[src/rtl/cpu_decode_stage_pkg.sv]
// Shared types and encodings for the RV32I decode stage.
package cpu_decode_stage_pkg;

  localparam int unsigned XLEN         = 32;
  localparam int unsigned ACTION_WIDTH = 4;

  localparam logic [6:0] OPCODE_LOAD     = 7'h03;
  localparam logic [6:0] OPCODE_MISC_MEM = 7'h0F;
  localparam logic [6:0] OPCODE_OP_IMM   = 7'h13;
  localparam logic [6:0] OPCODE_AUIPC    = 7'h17;
  localparam logic [6:0] OPCODE_STORE    = 7'h23;
  localparam logic [6:0] OPCODE_OP       = 7'h33;
  localparam logic [6:0] OPCODE_LUI      = 7'h37;
  localparam logic [6:0] OPCODE_BRANCH   = 7'h63;
  localparam logic [6:0] OPCODE_JALR     = 7'h67;
  localparam logic [6:0] OPCODE_JAL      = 7'h6F;
  localparam logic [6:0] OPCODE_SYSTEM   = 7'h73;

  localparam logic [6:0] FUNCT7_ZERO   = 7'h00;
  localparam logic [6:0] FUNCT7_ALT    = 7'h20;
  localparam logic [6:0] FUNCT7_MULDIV = 7'h01;

  // Action 0 is the illegal-instruction trap so a reset bundle reads as all zeros.
  typedef enum logic [ACTION_WIDTH-1:0] {
    decode_action_trap_illegal_instruction      = 4'd0,
    decode_action_trap_instruction_access_fault = 4'd1,
    decode_action_trap_ecall_ebreak             = 4'd2,
    decode_action_load                          = 4'd3,
    decode_action_store                         = 4'd4,
    decode_action_branch                        = 4'd5,
    decode_action_jal                           = 4'd6,
    decode_action_jalr                          = 4'd7,
    decode_action_lui                           = 4'd8,
    decode_action_auipc                         = 4'd9,
    decode_action_op_imm                        = 4'd10,
    decode_action_op                            = 4'd11,
    decode_action_muldiv                        = 4'd12,
    decode_action_fence                         = 4'd13,
    decode_action_fence_i                       = 4'd14,
    decode_action_csr                           = 4'd15
  } decode_action_t;

  typedef struct packed {
    logic [XLEN-1:0] instruction;
    logic [6:0]      funct7;
    logic [2:0]      funct3;
    logic [4:0]      rd;
    logic [4:0]      rs1;
    logic [4:0]      rs2;
    logic [6:0]      opcode;
    logic [XLEN-1:0] immediate;
    decode_action_t  action;
  } decode_bundle_t;

endpackage

[src/rtl/cpu_decode_stage_comb.sv]
// Purely combinational RV32I decoder: instruction word and fetch fault to a decoded bundle.
module cpu_decode_comb
  import cpu_decode_stage_pkg::*;
#(
  parameter bit ENABLE_M     = 1'b0,
  parameter bit ENABLE_ZICSR = 1'b1
) (
  input  logic [XLEN-1:0] instruction,
  input  logic            fault,
  output decode_bundle_t  bundle_c
);

  logic [XLEN-1:0] imm_i;
  logic [XLEN-1:0] imm_s;
  logic [XLEN-1:0] imm_b;
  logic [XLEN-1:0] imm_u;
  logic [XLEN-1:0] imm_j;
  logic [6:0]      funct7;
  logic [2:0]      funct3;
  logic [4:0]      rd;
  logic [4:0]      rs1;

  assign funct7 = instruction[31:25];
  assign funct3 = instruction[14:12];
  assign rd     = instruction[11:7];
  assign rs1    = instruction[19:15];

  assign imm_i = {{20{instruction[31]}}, instruction[31:20]};
  assign imm_s = {{20{instruction[31]}}, instruction[31:25], instruction[11:7]};
  assign imm_b = {{19{instruction[31]}}, instruction[31], instruction[7],
                  instruction[30:25], instruction[11:8], 1'b0};
  assign imm_u = {instruction[31:12], 12'd0};
  assign imm_j = {{11{instruction[31]}}, instruction[31], instruction[19:12],
                  instruction[20], instruction[30:21], 1'b0};

  // Field extraction, immediate format selection and legality per opcode.
  always_comb begin
    bundle_c             = '0;
    bundle_c.instruction = instruction;
    bundle_c.funct7      = funct7;
    bundle_c.funct3      = funct3;
    bundle_c.rd          = rd;
    bundle_c.rs1         = rs1;
    bundle_c.rs2         = instruction[24:20];
    bundle_c.opcode      = instruction[6:0];
    bundle_c.immediate   = '0;
    bundle_c.action      = decode_action_trap_illegal_instruction;

    unique case (instruction[6:0])
      OPCODE_LOAD: begin
        bundle_c.immediate = imm_i;
        if (funct3 inside {3'd0, 3'd1, 3'd2, 3'd4, 3'd5}) bundle_c.action = decode_action_load;
      end
      OPCODE_STORE: begin
        bundle_c.immediate = imm_s;
        if (funct3 inside {3'd0, 3'd1, 3'd2}) bundle_c.action = decode_action_store;
      end
      OPCODE_BRANCH: begin
        bundle_c.immediate = imm_b;
        if (funct3 inside {3'd0, 3'd1, 3'd4, 3'd5, 3'd6, 3'd7}) bundle_c.action = decode_action_branch;
      end
      OPCODE_JALR: begin
        bundle_c.immediate = imm_i;
        if (funct3 == 3'd0) bundle_c.action = decode_action_jalr;
      end
      OPCODE_JAL: begin
        bundle_c.immediate = imm_j;
        bundle_c.action    = decode_action_jal;
      end
      OPCODE_LUI: begin
        bundle_c.immediate = imm_u;
        bundle_c.action    = decode_action_lui;
      end
      OPCODE_AUIPC: begin
        bundle_c.immediate = imm_u;
        bundle_c.action    = decode_action_auipc;
      end
      OPCODE_OP_IMM: begin
        bundle_c.immediate = imm_i;
        if (funct3 == 3'd1) begin
          if (funct7 == FUNCT7_ZERO) bundle_c.action = decode_action_op_imm;
        end else if (funct3 == 3'd5) begin
          if (funct7 == FUNCT7_ZERO || funct7 == FUNCT7_ALT) bundle_c.action = decode_action_op_imm;
        end else begin
          bundle_c.action = decode_action_op_imm;
        end
      end
      OPCODE_OP: begin
        if (funct7 == FUNCT7_ZERO) begin
          bundle_c.action = decode_action_op;
        end else if (funct7 == FUNCT7_ALT) begin
          if (funct3 == 3'd0 || funct3 == 3'd5) bundle_c.action = decode_action_op;
        end else if (funct7 == FUNCT7_MULDIV) begin
          if (ENABLE_M) bundle_c.action = decode_action_muldiv;
        end
      end
      OPCODE_MISC_MEM: begin
        bundle_c.immediate = imm_i;
        if (funct3 == 3'd0 && instruction[31:28] == 4'd0 && rs1 == 5'd0 && rd == 5'd0)
          bundle_c.action = decode_action_fence;
        else if (funct3 == 3'd1 && instruction[31:20] == 12'd0 && rs1 == 5'd0 && rd == 5'd0)
          bundle_c.action = decode_action_fence_i;
      end
      OPCODE_SYSTEM: begin
        bundle_c.immediate = imm_i;
        if (funct3 == 3'd0) begin
          if (rs1 == 5'd0 && rd == 5'd0 && instruction[31:21] == 11'd0)
            bundle_c.action = decode_action_trap_ecall_ebreak;
        end else if (funct3 != 3'd4) begin
          if (ENABLE_ZICSR) bundle_c.action = decode_action_csr;
        end
      end
      default: ;
    endcase

    // Compressed encodings are unsupported; a fetch fault overrides everything.
    if (instruction[1:0] != 2'b11) bundle_c.action = decode_action_trap_illegal_instruction;
    if (fault) bundle_c.action = decode_action_trap_instruction_access_fault;
  end

endmodule

[src/rtl/cpu_decode_stage.sv]
// Registered decode stage: output register plus one skid entry, valid/ready on both sides, flush.
module cpu_decode_stage
  import cpu_decode_stage_pkg::*;
#(
  parameter bit          ENABLE_M     = 1'b0,
  parameter bit          ENABLE_ZICSR = 1'b1,
  parameter int unsigned PC_WIDTH     = 32
) (
  input  logic                clk,
  input  logic                reset_n,
  input  logic                flush,
  input  logic                fetch_valid,
  output logic                fetch_ready,
  input  logic [XLEN-1:0]     fetch_instruction,
  input  logic [PC_WIDTH-1:0] fetch_pc,
  input  logic                fetch_fault,
  output logic                decode_valid,
  input  logic                decode_ready,
  output logic [PC_WIDTH-1:0] decode_pc,
  output logic [XLEN-1:0]     decode_instruction,
  output logic [6:0]          decode_funct7,
  output logic [2:0]          decode_funct3,
  output logic [4:0]          decode_rd,
  output logic [4:0]          decode_rs1,
  output logic [4:0]          decode_rs2,
  output logic [6:0]          decode_opcode,
  output logic [XLEN-1:0]     decode_immediate,
  output decode_action_t      decode_action
);

  decode_bundle_t      fetch_bundle_c;
  logic                out_valid_q, out_valid_d;
  decode_bundle_t      out_bundle_q, out_bundle_d;
  logic [PC_WIDTH-1:0] out_pc_q, out_pc_d;
  logic                skid_valid_q, skid_valid_d;
  decode_bundle_t      skid_bundle_q, skid_bundle_d;
  logic [PC_WIDTH-1:0] skid_pc_q, skid_pc_d;
  logic                in_fire_c;
  logic                out_fire_c;

  cpu_decode_comb #(
    .ENABLE_M     (ENABLE_M),
    .ENABLE_ZICSR (ENABLE_ZICSR)
  ) u_decode_comb (
    .instruction (fetch_instruction),
    .fault       (fetch_fault),
    .bundle_c    (fetch_bundle_c)
  );

  assign in_fire_c  = fetch_valid & ~skid_valid_q;
  assign out_fire_c = out_valid_q & decode_ready;

  // Next-state: flush first, then skid drain, then load of the incoming bundle.
  always_comb begin
    out_valid_d   = out_valid_q;
    out_bundle_d  = out_bundle_q;
    out_pc_d      = out_pc_q;
    skid_valid_d  = skid_valid_q;
    skid_bundle_d = skid_bundle_q;
    skid_pc_d     = skid_pc_q;

    if (flush) begin
      out_valid_d  = 1'b0;
      skid_valid_d = 1'b0;
    end else if (skid_valid_q) begin
      if (out_fire_c) begin
        out_bundle_d = skid_bundle_q;
        out_pc_d     = skid_pc_q;
        skid_valid_d = 1'b0;
      end
    end else if (in_fire_c) begin
      if (!out_valid_q || out_fire_c) begin
        out_valid_d  = 1'b1;
        out_bundle_d = fetch_bundle_c;
        out_pc_d     = fetch_pc;
      end else begin
        skid_valid_d  = 1'b1;
        skid_bundle_d = fetch_bundle_c;
        skid_pc_d     = fetch_pc;
      end
    end else if (out_fire_c) begin
      out_valid_d = 1'b0;
    end
  end

  // Bundle and valid registers.
  always_ff @(posedge clk or negedge reset_n) begin
    if (!reset_n) begin
      out_valid_q   <= 1'b0;
      out_bundle_q  <= '0;
      out_pc_q      <= '0;
      skid_valid_q  <= 1'b0;
      skid_bundle_q <= '0;
      skid_pc_q     <= '0;
    end else begin
      out_valid_q   <= out_valid_d;
      out_bundle_q  <= out_bundle_d;
      out_pc_q      <= out_pc_d;
      skid_valid_q  <= skid_valid_d;
      skid_bundle_q <= skid_bundle_d;
      skid_pc_q     <= skid_pc_d;
    end
  end

  assign fetch_ready        = ~skid_valid_q;
  assign decode_valid       = out_valid_q;
  assign decode_pc          = out_pc_q;
  assign decode_instruction = out_bundle_q.instruction;
  assign decode_funct7      = out_bundle_q.funct7;
  assign decode_funct3      = out_bundle_q.funct3;
  assign decode_rd          = out_bundle_q.rd;
  assign decode_rs1         = out_bundle_q.rs1;
  assign decode_rs2         = out_bundle_q.rs2;
  assign decode_opcode      = out_bundle_q.opcode;
  assign decode_immediate   = out_bundle_q.immediate;
  assign decode_action      = out_bundle_q.action;

endmodule

[config.mk]
export PLATFORM = sky130hd
export DESIGN_NAME = cpu_decode_stage
export DESIGN_NICKNAME = d
export VERILOG_FILES = /design/src/rtl/cpu_decode_stage_pkg.sv /design/src/rtl/cpu_decode_stage_comb.sv /design/src/rtl/cpu_decode_stage.sv
export SDC_FILE = /design/constraint.sdc
export NUM_CORES = 1
export LEC_CHECK = 0
export BUFFER_PORTS_ARGS = -buffer_cell sky130_fd_sc_hd__buf_2
export CAP_MARGIN = 15
export CELL_PAD_IN_SITES_DETAIL_PLACEMENT = 1
export CELL_PAD_IN_SITES_GLOBAL_PLACEMENT = 2
export CORE_MARGIN = 2
export CORE_UTILIZATION = 44
export CTS_BUF_LIST = sky130_fd_sc_hd__clkbuf_4
export DETAILED_ROUTE_END_ITERATION = 6
export GPL_ROUTABILITY_DRIVEN = 0
export PLACE_DENSITY = 0.91
export RECOVER_POWER = 100
export SLEW_MARGIN = 20
export SYNTH_ARGS = -nofsm -noshare
export SYNTH_HDL_FRONTEND = slang
export SYNTH_HIERARCHICAL = 1
export SYNTH_SLANG_ARGS = --single-unit
[constraint.sdc]
create_clock -name clk -period 3.59 [get_ports clk]
set_input_delay 0.359 -clock clk [delete_from_list [all_inputs] [get_ports clk]]
set_output_delay 0.359 -clock clk [all_outputs]
set_load 0.02 [all_outputs]
# Yosys cells after proc, flatten, opt, wreduce, memory -nomap -nowiden

Cells that the tools add are included.

Register bits after elaboration: 266
Input port bits: 70
Word-level logic and storage cells: 118

Equal/unequal tests: 23
Multiplexer cells: 38
Bitwise operators: 5
Reductions and logical operators: 30

Operators with widths:

| operator                                                               | count |
|---|---|
| 100-bit two-way mux                                                    | 4 |
| 32-bit one-hot mux with 5 select lines                                 | 1 |
| 32-bit two-way mux                                                     | 4 |
| 4-bit two-way mux                                                      | 13 |
| 4-bit one-hot mux with 11 select lines                                 | 1 |
| 7-bit by 6-bit equality test with 1-bit output (second input constant) | 4 |
| 7-bit equality test (second input constant)                            | 4 |
| 7-bit by 5-bit equality test with 1-bit output (second input constant) | 2 |
| 3-bit equality test (second input constant)                            | 4 |
| 12-bit zero test                                                       | 1 |
| 11-bit zero test                                                       | 1 |
| 5-bit zero test                                                        | 2 |
| 1-bit two-way mux                                                      | 10 |
| 3-bit two-way mux                                                      | 3 |
| 1-bit logical AND                                                      | 8 |
| 4-bit AND reduction                                                    | 2 |
| 7-bit by 2-bit equality test with 1-bit output (second input constant) | 1 |
| 7-bit by 4-bit equality test with 1-bit output (second input constant) | 1 |
| 7-bit zero test                                                        | 1 |
| 3-bit nonzero test                                                     | 2 |
| 6-bit nonzero test                                                     | 1 |
| 5-bit nonzero test                                                     | 1 |
| 5-bit OR reduction                                                     | 1 |
| 4-bit zero test                                                        | 1 |
| 15 further kinds                                                       | 23 |

# Longest topological paths before layout

Word-level depth: 12
Gate-level depth with buffers: 9
Depth with buffers taken out: 7

# Cells and area by module

The synthesis kept the hierarchy.

By module, submodules not included:

| module           | instances | cells each | area each (µm²) |
|---|---|---|---|
| cpu_decode_stage | 1         | 715        | 11471.0 |
| cpu_decode_comb  | 1         | 196        | 1300.0 |

# Least setup slack after synthesis

No wires, ideal clock.

Path type: input port to flip-flop
Start point: in fetch_instruction[3]
End point: reg out_bundle_q, in the netlist decode_immediate[20]
Setup time: 0.125 ns
Arrival: 2.090 ns
Slack: 1.376 ns
Cell stages on the path: 9
Path buffers: 2
Cells stage by stage: buf_2 > or2_2 > a21oi_1 > o311a_1 > and2_1 > buf_2 > a21o_1 > mux2_2 > mux2_2

RTL lines:

| element                | line                   | RTL |
|---|---|---|
| start: declaration     | cpu_decode_stage.sv:14 | `input logic [XLEN-1:0] fetch_instruction,` |
| end signal: assignment | cpu_decode_stage.sv:97 | `out_bundle_q <= out_bundle_d;` |
| end: declaration       | cpu_decode_stage.sv:33 | `decode_bundle_t out_bundle_q, out_bundle_d;` |

# Final worst setup path

Start point: reg skid_valid_q
End point: reg out_bundle_q, in the netlist decode_immediate[12]

Cells in the longest elaborated chain, start to end: 4
Elaborated cells on any way between the ends: 7
Those cells by class: eq/ne: 1; mux: 1; bitwise: 2; reduce/logical: 3

RTL lines:

| element                              | line                   | RTL |
|---|---|---|
| start: declaration                   | cpu_decode_stage.sv:35 | `logic skid_valid_q, skid_valid_d;` |
| start signal: assignment             | cpu_decode_stage.sv:99 | `skid_valid_q <= skid_valid_d;` |
| 1-bit inverter (no source line)      | --                     |  |
| 1-bit AND                            | cpu_decode_stage.sv:50 | `assign in_fire_c = fetch_valid & ~skid_valid_q;` |
| 2-bit nonzero test (no source line)  | --                     |  |
| 4-bit AND reduction (no source line) | --                     |  |

Several ways; a longest one is shown, not always the timed one.
A chain may end at the register's enable or synchronous reset.

==> metrics <==
Multi-input gate area=0.005285 mm^2; Layout Area Growth over Synthesis=15.13%; Seq/Total Area, Yosys=52.12%; largest net degree at the start of global routing=103; drt via density=5.269; Post-synth ARST share=100.0%; logic depth of the worst register-to-register path=4; Tcrit/Tclk final=78.69%; final setup fails=0; startpoint types=flop; Seq cells post-synth=266; vias in the first global route=8,982; critical path class=flop to flop; hpwl dp=20,380 um; CTS tree=done; Worst Hold Depth=2; fraction of layout cells with a size suffix above 1=49.27%; min-delay worst type=input pin to flop; WL final=32,320 um; Setup TNS Final=0 ns; clk buf depth=3; vias=8,198; Slew headroom=-3.008%; CTS clk-pin slew, worst paths=0.07 ns; DR pass1 iterations=4; H-Tree Level Count=3; RSZ-0062 raised after global routing=no; 1st-iter DRT viols=327; slowest stage delay, CP=0.83 ns; Die Area=0.03040 mm^2; min cycle time layout=2.825 ns; Die Span Y=174.4 um; Die X=174.4 um; Worst path slowest cell=a221oi_1; Cells after Synth=911; first-pass GRT wire length=51,320 um; Synth Flop Type=dfrtp_1; Worst Path Max Fanout=67; setup ws final=0.7652 ns; WP data required=4.12 ns; worst vdd ir=0.2073 mV; status=finished, violations left; fillers=2,999; Fmax=354.0 MHz; cts hold-fix bufs=37; IO Pins=204; residual overflow from global routing=0; clock root buffer=clkbuf_4; Initial Util=44.61%; Synth Warn #=6; wire per inst=20.77 um; Num CTS Buffers=76; Syn Area/Cell=14.02 um^2; Reg area=0.006656 mm^2; LEAKAGE=6.601 nW; Arrival @ worst endpoint=3.35 ns; CTS sink cnt=266; DRC=0; EDFF count, synth=0; Yosys cell types=45; antenna-violating nets left=0; Total GRT Usage=21.64%; crit-path cells=nand2b_1 > a221oi_1 > buf_12 > mux2_2; Row Count=62; pwr/cell area=566.9 mW/mm^2; IO buf count=203; Worst-Margin Slew=1.545 ns; CORE AREA=0.02863 mm^2; endpoints failing hold=0; CP endpoint kind=flop; Post-CTS Setup Bufs=0; worst-case clock skew=0.03133 ns; post-synthesis cell area=0.01277 mm^2; post-CTS resize count=0; initial antenna violation count=1; final-report max-slew violation count=28; Layout Nets=1,194; Net Count, Synth=981; worst-skew pair later-pin latency=0.66 ns; failing checks=capacitance limit, slew limit; Max Cap Viol=2; pre-CTS WS=1.025 ns
[cell usage after synthesis (all sizes together) (5+ instances only)]
cell      n  area (um^2)
and2      9        56.30
a31oi     5        31.28
a21oi     8        40.04
clkbuf   14        52.55
a21o     12        90.09
inv       6        22.52
mux2    397         4471
nand3    11        55.05
nand2     8        30.03
buf     103        748.2
nor2      8        30.03
nor3      5        35.03
dfrtp   266         6656
nor4      5        46.29
o21ai    13        65.06
[where the power goes]
| part | leakage [nW] | switching, mW | internal (mW) |
|---|---|---|---|
| sequential | 3.34 | 0.323 | 3.61 |
| combinational | 2.72 | 0.958 | 0.773 |
| clock | 0.539 | 1.26 | 1.41 |
[area by class of cell]
type | instances | area share [%]
multi-input cells | 522 | 35.95
repair buffers | 252 | 9.225
clock inverters | 13 | 0.4000
clock buffers | 112 | 5.719
inverters | 6 | 0.1532
well taps | 384 | 3.268
diodes | 1 | 0.01702
flip-flops and latches | 266 | 45.27
[cells in the final DEF, fill, tap and decap left out, types with 4 or more instances in the layout]
cell type and instances:
nand2_1 8, a21o_1 12, buf_4 4, buf_2 68, inv_1 6, clkbuf_1 136
nand3_1 11, clkinv_1 10, and2_1 9, buf_12 4, dlygate4sd3_1 37, a22o_1 4
o21ai_0 11, dfrtp_1 266, a31oi_1 5, mux2_1 21, a21oi_1 8, mux2_2 376
nor2_1 8, clkbuf_4 112, nor4_1 4
[stage by stage]
| step | hold slack (ns) | instances | power [mW] | cell area [um^2] | util [%] |
|---|---|---|---|---|---|
| global route | 0.02720 | 1556 | 8.820 | 14700 | 51.36 |
| CTS | 0.008946 | 1555 | 8.538 | 14910 | 52.10 |
| global placement | 0.4607 | 1393 | 5.664 | 13640 | 47.67 |
| floorplan | 0.06341 | 911 | 5.111 | 12770 | - |
| detailed placement | 0.4691 | 1393 | 5.765 | 13640 | 47.67 |
| finish | 0.08805 | 1556 | 8.335 | 14700 | 51.36 |
[cell families after synthesis]
kind of cell / Yosys count / synth area share, %
AO/OA/AOI/OAI: 55 / 2.959
XOR/XNOR: 2 / 0.1372
buffers and inverters: 123 / 6.447
flip-flops: 266 / 52.12
multiplexers: 397 / 35.01
AND/OR/NAND/NOR: 68 / 3.331
[layer usage]
metal / share of wire [%] / GRT usage (%) / vias up
met3: 4.5 / 4.003 / 69
met2: 49 / 35.04 / 213
met5: 0 / 0 / -
met1: 43 / 28.46 / 4229
met4: 3.4 / 9.489 / 0
li1: - / - / 3687
[critical path, delay by kind of cell, from the launching register on]
kind	cells	cell delay, ns
mux	1	0.39
compound gates	1	0.83
buf+inv	1	0.42
simple gates	1	0.35
flops	1	0.64
[path summary, 6_finish.rpt]
kind                                               start                                to  slack, ns
setup / recovery                  skid_valid_q$_DFF_PN0_  decode_immediate[12]$_DFFE_PN0P_       0.77
hold / removal                     fetch_instruction[18]     skid_bundle_q[51]$_DFFE_PN0P_       0.09
setup reg to reg                  skid_valid_q$_DFF_PN0_  decode_immediate[12]$_DFFE_PN0P_       0.77
hold reg to reg            skid_bundle_q[18]$_DFFE_PN0P_     skid_bundle_q[18]$_DFFE_PN0P_       0.48
max in group asynchronous                        reset_n          skid_pc_q[1]$_DFFE_PN0P_       1.26
min in group asynchronous                        reset_n      decode_opcode[4]$_DFFE_PN0P_       0.37
[sequential cells by signal (all words and copies together) (netlist names)]
| name | cells |
|---|---|
| decode_rs2 | 5 |
| decode_valid | 1 |
| decode_opcode | 7 |
| skid_valid_q | 1 |
| decode_funct7 | 7 |
| decode_immediate | 32 |
| decode_instruction | 32 |
| decode_rs1 | 5 |
| skid_bundle_q | 100 |
| decode_rd | 5 |
| decode_funct3 | 3 |
| skid_pc_q | 32 |
| decode_action | 4 |
| decode_pc | 32 |
(Power assumes the default switching activity.)
